File: src/rtl/divu_sequencer.sv
// Sequential unsigned divider: 32-step restoring shift-subtract, result {remainder, quotient}.
// Completion is a one-cycle strobe for the HiLo block; operands are latched at start.
module divu_sequencer #(
    parameter int          WIDTH = 32,
    parameter logic [5:0]  DIVU  = 6'b011011
) (
    input  logic                 clk,
    input  logic                 reset,
    input  logic [WIDTH-1:0]     dataA,
    input  logic [WIDTH-1:0]     dataB,
    input  logic [5:0]           Signal,
    output logic [2*WIDTH-1:0]   dataOut,
    output logic                 divRes,
    output logic                 busy,
    output logic [1:0]           dbgState
);

    localparam logic [1:0] IDLE = 2'd0;
    localparam logic [1:0] RUN  = 2'd1;
    localparam logic [1:0] DONE = 2'd2;
    localparam logic [5:0] LAST = 6'(WIDTH - 1);

    logic [1:0]       state;
    logic [WIDTH:0]   rem;
    logic [WIDTH-1:0] quo;
    logic [WIDTH-1:0] dvs;
    logic [5:0]       cnt;

    logic [WIDTH:0]   shifted;
    logic [WIDTH:0]   trial;
    logic [WIDTH:0]   remNext;
    logic [WIDTH-1:0] quoNext;
    logic             unusedRemTop;

    // The partial remainder never exceeds the divisor, so its top bit only
    // exists to catch the trial borrow and is never shifted back in.
    assign unusedRemTop = rem[WIDTH];

    always_comb begin
        shifted = {rem[WIDTH-1:0], quo[WIDTH-1]};
        trial   = shifted - {1'b0, dvs};
        remNext = shifted;
        quoNext = {quo[WIDTH-2:0], 1'b0};
        if (!trial[WIDTH]) begin
            remNext = trial;
            quoNext = {quo[WIDTH-2:0], 1'b1};
        end
    end

    always_ff @(posedge clk) begin
        if (reset) begin
            state   <= IDLE;
            rem     <= '0;
            quo     <= '0;
            dvs     <= '0;
            cnt     <= '0;
            dataOut <= '0;
        end else begin
            case (state)
                IDLE: begin
                    if (Signal == DIVU) begin
                        quo   <= dataA;
                        dvs   <= dataB;
                        rem   <= '0;
                        cnt   <= '0;
                        state <= RUN;
                    end
                end
                RUN: begin
                    rem <= remNext;
                    quo <= quoNext;
                    cnt <= cnt + 6'd1;
                    if (cnt == LAST) begin
                        dataOut <= {remNext[WIDTH-1:0], quoNext};
                        state   <= DONE;
                    end
                end
                DONE:    state <= IDLE;
                default: state <= IDLE;
            endcase
        end
    end

    // Handshake: a start is accepted only in IDLE; divRes is high for exactly
    // one cycle with dataOut already valid; busy covers RUN and DONE.
    assign divRes   = (state == DONE);
    assign busy     = (state != IDLE);
    assign dbgState = state;

endmodule

File: config.mk
export PLATFORM = sky130hd
export DESIGN_NAME = divu_sequencer
export DESIGN_NICKNAME = d
export VERILOG_FILES = /design/src/rtl/divu_sequencer.sv
export SDC_FILE = /design/constraint.sdc
export NUM_CORES = 1
export LEC_CHECK = 0
export ABC_AREA = 1
export ABC_CLOCK_PERIOD_IN_PS = 4000
export BUFFER_PORTS_ARGS = -buffer_cell sky130_fd_sc_hd__buf_2
export CORE_ASPECT_RATIO = 0.6
export CORE_UTILIZATION = 40
export DETAILED_ROUTE_END_ITERATION = 10
export GPL_ROUTABILITY_DRIVEN = 0
export SLEW_MARGIN = 20
export SYNTH_ARGS = -nofsm -noshare
export SYNTH_HDL_FRONTEND = slang
export SYNTH_SLANG_ARGS = --single-unit
File: constraint.sdc
create_clock -name clk -period 4 [get_ports clk]
set_clock_uncertainty 0.05 [all_clocks]
set_input_delay 0.6 -clock clk [delete_from_list [all_inputs] [get_ports clk]]
set_output_delay 0.6 -clock clk [all_outputs]
set_load 0.005 [all_outputs]
Word-level counts from Yosys, hierarchy flattened
Index checks and enable logic that the tools add are counted.
- register bits after elaboration: 168
- bits of input ports: 72
- output and inout port bits: 68
- word-level logic and storage cells: 32
- add/sub/neg operators: 2
- eq/ne operators: 6
- multiplexer cells: 11
- reductions and logical operators: 7
- operators with widths (cell ; number):
    32-bit one-hot mux with 2 select lines ; 2
    32-bit two-way mux ; 3
    33-bit by 32-bit subtractor with 33-bit output ; 1
    6-bit by 5-bit equality test with 1-bit output (second input constant) ; 2
    6-bit one-hot mux with 2 select lines ; 1
    2-bit AND reduction ; 4
    6-bit by 1-bit adder with 6-bit output (second input constant) ; 1
    6-bit two-way mux ; 1
    2-bit two-way mux ; 2
    2-bit != test (second input constant) ; 2
    2-bit one-hot mux with 2 select lines ; 1
    2-bit nonzero test ; 2
    2-bit by 1-bit equality test with 1-bit output (second input constant) ; 1
    2-bit equality test (second input constant) ; 1
    2-bit logical NOT ; 1
    1-bit two-way mux ; 1

Logic depth before layout (Yosys ltp)
- depth after elaboration: 3
- depth in mapped cells: 20
- mapped depth without buffers: 19

Least setup slack after synthesis
Ideal clock, no wire load.
- kind: register -> register
- start: register quo[31]
- end: register dataOut[39]
- library setup time: 0.109 ns
- data arrival time: 2.068 ns
- required time: 3.841 ns
- setup slack: 1.773 ns
- cell stages (with the launch flop): 20
- buffers on the path: 1
- period minus slack after synthesis: 2.227 ns
- path through: dfxtp_1 -> inv_1 -> ha_1 -> inv_1 -> fa_1 -> nand2_1 -> nand2_1 -> nand3_2 -> nand2_2 -> nand2_2 -> nand2_2 -> nand2_4 -> nand3_1 -> nand2_4 -> buf_6 -> nand2_1 -> nand2_1 -> nand2_1 -> nand2_1 -> inv_1
- cells in the longest elaborated chain, start to end: 2
- ends and longest elaborated chain (element ; RTL line ; RTL):
    start, declared ; 25 ; logic [WIDTH-1:0] quo;
    start signal, assigned ; 62 ; quo <= dataA;
    start signal, assigned ; 71 ; quo <= quoNext;
    33-bit by 32-bit subtractor with 33-bit output ; 41 ; trial = shifted - {1'b0, dvs};
    32-bit two-way mux ; 44 ; if (!trial[WIDTH]) begin
    end signal, assigned ; 74 ; dataOut <= {remNext[WIDTH-1:0], quoNext};
    end, declared ; 12 ; output logic [2*WIDTH-1:0] dataOut,
Every way passes these cells.
A chain may end at the register's enable or synchronous reset.

Worst setup path in the final report
- start: register cnt[0]
- end: register dataOut[2]
- cells in the longest elaborated chain, start to end: 2
- ends and longest elaborated chain (element ; RTL line ; RTL):
    start, declared ; 27 ; logic [5:0] cnt;
    start signal, assigned ; 72 ; cnt <= cnt + 6'd1;
    6-bit by 5-bit equality test with 1-bit output ; 73 ; if (cnt == LAST) begin
    2-bit AND reduction (no line) ; - ;
Every way passes these cells.

==> flow_summary.json <==
{
  "netlist_top_cells_area": "dfxtp_1 (35%), nand2_1 (19%), inv_1 (11%), o21ai_0 (5.2%), a21oi_1 (4.4%)",
  "layout_common_cells": "nand2_1 (472), inv_1 (272), dfxtp_1 (168), buf_2 (139), o21ai_0 (99)",
  "numCtsBuffers": 17,
  "drtIter0Drc": 627,
  "fin_nets": 1701,
  "critPathMaxFanout": 26,
  "grt_antenna_before_repair": 0,
  "rows": 43,
  "yosys_warnings": 0,
  "cts_tree": "built",
  "fmax_mhz": 357,
  "worstPathCellList": "ha_1 > nand2_1 > nor2_1 > inv_1 > nor2_1 > inv_2 > nor2_1 > nor2_1 > clkinv_1 > nand2_1 > o21ai_0 > inv_1",
  "start_kind": "flip-flop",
  "criticalPathCategory": "reg2reg",
  "route.detailed.drc": 0,
  "antennaDiodeCount": 0,
  "final_hold_viol_count": 0,
  "io_pins": 140,
  "synthFlopType": "dfxtp_1",
  "viasPerCell": 4.78,
  "clk_path_buf_depth": 2,
  "synth-edff-count": 0,
  "hpwl_um": 20100,
  "drv_cap": 0,
  "min_path_type": "in2reg",
  "synth_top_area_share_pct": 35.5,
  "core-area_um2": 23200,
  "worst_slew_margin_rel_pct": 40.3,
  "io_buffer_count": 139,
  "wl_per_cell_um": 14.1,
  "cp.arrival_ns": 3.13,
  "synth_area_um2": 9480,
  "p_int_uw": 2850,
  "seq_area_frac_synth_pct": 35.5,
  "grt_max_degree": 73,
  "fin_cells": 1923,
  "hp-start": "dataA[30]",
  "critPathTopFamily": "buffers and inverters",
  "die_area_um2": 24300,
  "fin_util_pct": 47.2,
  "synth_top_area_cell": "dfxtp_1",
  "post_cts_resized": 0,
  "layout_commonest_cell": "nand2_1",
  "start_util_pct": 40.9,
  "worstPathRequired_ns": 4.33,
  "fillers": 2494,
  "syn_area_per_cell_um2": 6.39,
  "grt_pass1_wl_um": 44100,
  "status": "finished clean",
  "cts.clk_slew.worst_paths_ns": 0.07,
  "track_usage_pct": 22.8,
  "synth_cell_types": 39,
  "h-tree-depth": 4,
  "power.leakage_uw": 0.00585,
  "num_vias": 9200,
  "dr.pass1.iters": 5,
  "cp_num_buf_inv": 4,
  "power.share.switching_pct": 35.7,
  "clk_latency_ns": 0.45,
  "power_frac_comb_pct": 25.4,
  "cpPeakStageDelay_ns": 0.87,
  "cts_root_buf": "clkbuf_16",
  "syn-instance-count": 1483,
  "grt_pass1_vias": 8403,
  "finalCritPeriodShare_pct": 70.0,
  "hold_buffers": 0,
  "yosys_register_bits": 168,
  "wirelength_um": 27100,
  "vdd.ir_drop.worst_v": 0.000450,
  "cts.sinks": 168,
  "drive_gt1_share_pct": 13.9,
  "clock_power_share_pct": 36.2,
  "startpoint": "cnt[0]$_SDFFE_PP0P_",
  "powerDensity_nw_per_um2": 405,
  "die_w_um": 201,
  "setup_tns_ns": 0,
  "postCtsSetupBuffers": 0,
  "slowest_stage": "clkinv_1",
  "final_antenna_net_count": 0,
  "tightest_slew_ns": 0.896,
  "cpMostUsedCell": "nor2_1",
  "switchingPower_uw": 1580,
  "dp_cells": 1891,
  "finalMaxSlewViolations": 0,
  "setup_violations": 0,
  "fin_crit_ns": 2.80,
  "rsz0062_at_grt": "no",
  "syn_to_final_growth_pct": 15.5,
  "die_h_um": 121,
  "end_kind": "flip-flop",
  "synthArstFlopShare_pct": 0,
  "synth_nets": 1589,
  "reg2reg_from": "cnt[0]$_SDFFE_PP0P_",
  "grt-ovfl-total": 0,
  "p_seq_share_pct": 38.4
}
==> final cells by class <==
| class | count | area, um^2 | share of cell area, % |
|---|---|---|---|
| Clock inverter | 15 | 139 | 1.27 |
| Inverter | 278 | 1040 | 9.53 |
| Clock buffer | 17 | 425 | 3.89 |
| Tap cell | 315 | 394 | 3.60 |
| Multi-Input combinational cell | 981 | 4800 | 43.8 |
| Timing Repair Buffer | 149 | 783 | 7.15 |
| Sequential cell | 168 | 3360 | 30.7 |
==> flip-flops by register name, summed over array words and instances, names as in the netlist <==
register / cells
cnt: 6
quo: 32
dbgState: 2
dvs: 32
rem: 32
dataOut: 64
==> worst register-to-register path: stages (launching register included) <==
cell and delay (ns):
dfxtp_1 0.34, ha_1 0.22, nand2_1 0.09, nor2_1 0.04, inv_1 0.07, nor2_1 0.05, inv_2 0.05, nor2_1 0.06
nor2_1 0.50, clkinv_1 0.87, nand2_1 0.23, o21ai_0 0.11, inv_1 0.06
==> metal layers <==
layer / part of all wire (%) / up-vias / global-route usage [%]
li1: - / 4797 / -
met1: 54 / 4142 / 34.9
met2: 38 / 233 / 31.4
met3: 6.7 / 28 / 5.24
met4: 1.2 / 0 / 5.53
met5: 0 / - / 0
==> power by group through the flow <==
stage | Clock [uW] | Combinational (uW) | Sequential [uW]
5_1_grt | 1710 | 1300 | 1700
4_1_cts | 1650 | 1120 | 1700
6_report | 1600 | 1130 | 1700
3_3_place_gp | 0 | 1100 | 1740
3_5_place_dp | 0 | 1110 | 1740
2_1_floorplan | 0 | 909 | 1730
==> synth_stat cells, types with 2 or more instances <==
cell,count
a21oi_1,83
a21oi_2,6
a221oi_1,2
and2_1,5
buf_1,2
buf_2,6
buf_4,4
buf_6,5
clkbuf_1,38
clkinv_1,2
dfxtp_1,168
ha_1,33
inv_1,272
inv_2,4
nand2_1,472
nand2_2,16
nand2_4,4
nand3_1,55
nand4_1,8
nor2_1,96
nor2_4,4
nor3_1,28
o21a_1,25
o21ai_0,99
o21bai_1,9
o221a_2,5
o22ai_1,7
xnor2_1,14
==> kinds of logic after synthesis <==
kind of cell               Yosys count  synth area share (%)
AOI/OAI and AO/OA                  240                  14.5
adders and majority gates           34                  4.57
xor gates and xnor gates            15                  1.39
and+or+nand+nor                    692                  30.1
buffers and inverters              334                  14.0
DFF                                168                  35.5
==> per-stage QoR <==
step                hold slack, ns  area [um^2]  setup WS [ns]  total power [uW]
floorplan                    0.383         9480           1.77              2640
global placement             0.402        10400           1.28              2830
detailed placement           0.407        10400           1.23              2850
CTS                          0.369        10900           1.18              4460
global route                 0.381        10900          0.856              4710
finish                       0.385        10900           1.20              4430
==> worst paths after layout <==
kind	endpoint	slack, ns	cells after the start
setup / recovery	dataOut[2]$_SDFFE_PP0P_	1.20	12
hold / removal	quo[30]$_SDFFE_PP0P_	0.39	2
setup reg to reg	dataOut[2]$_SDFFE_PP0P_	1.20	12
hold reg to reg	dvs[16]$_SDFFE_PP0P_	0.41	2
Power figures use the tool's default switching activity.
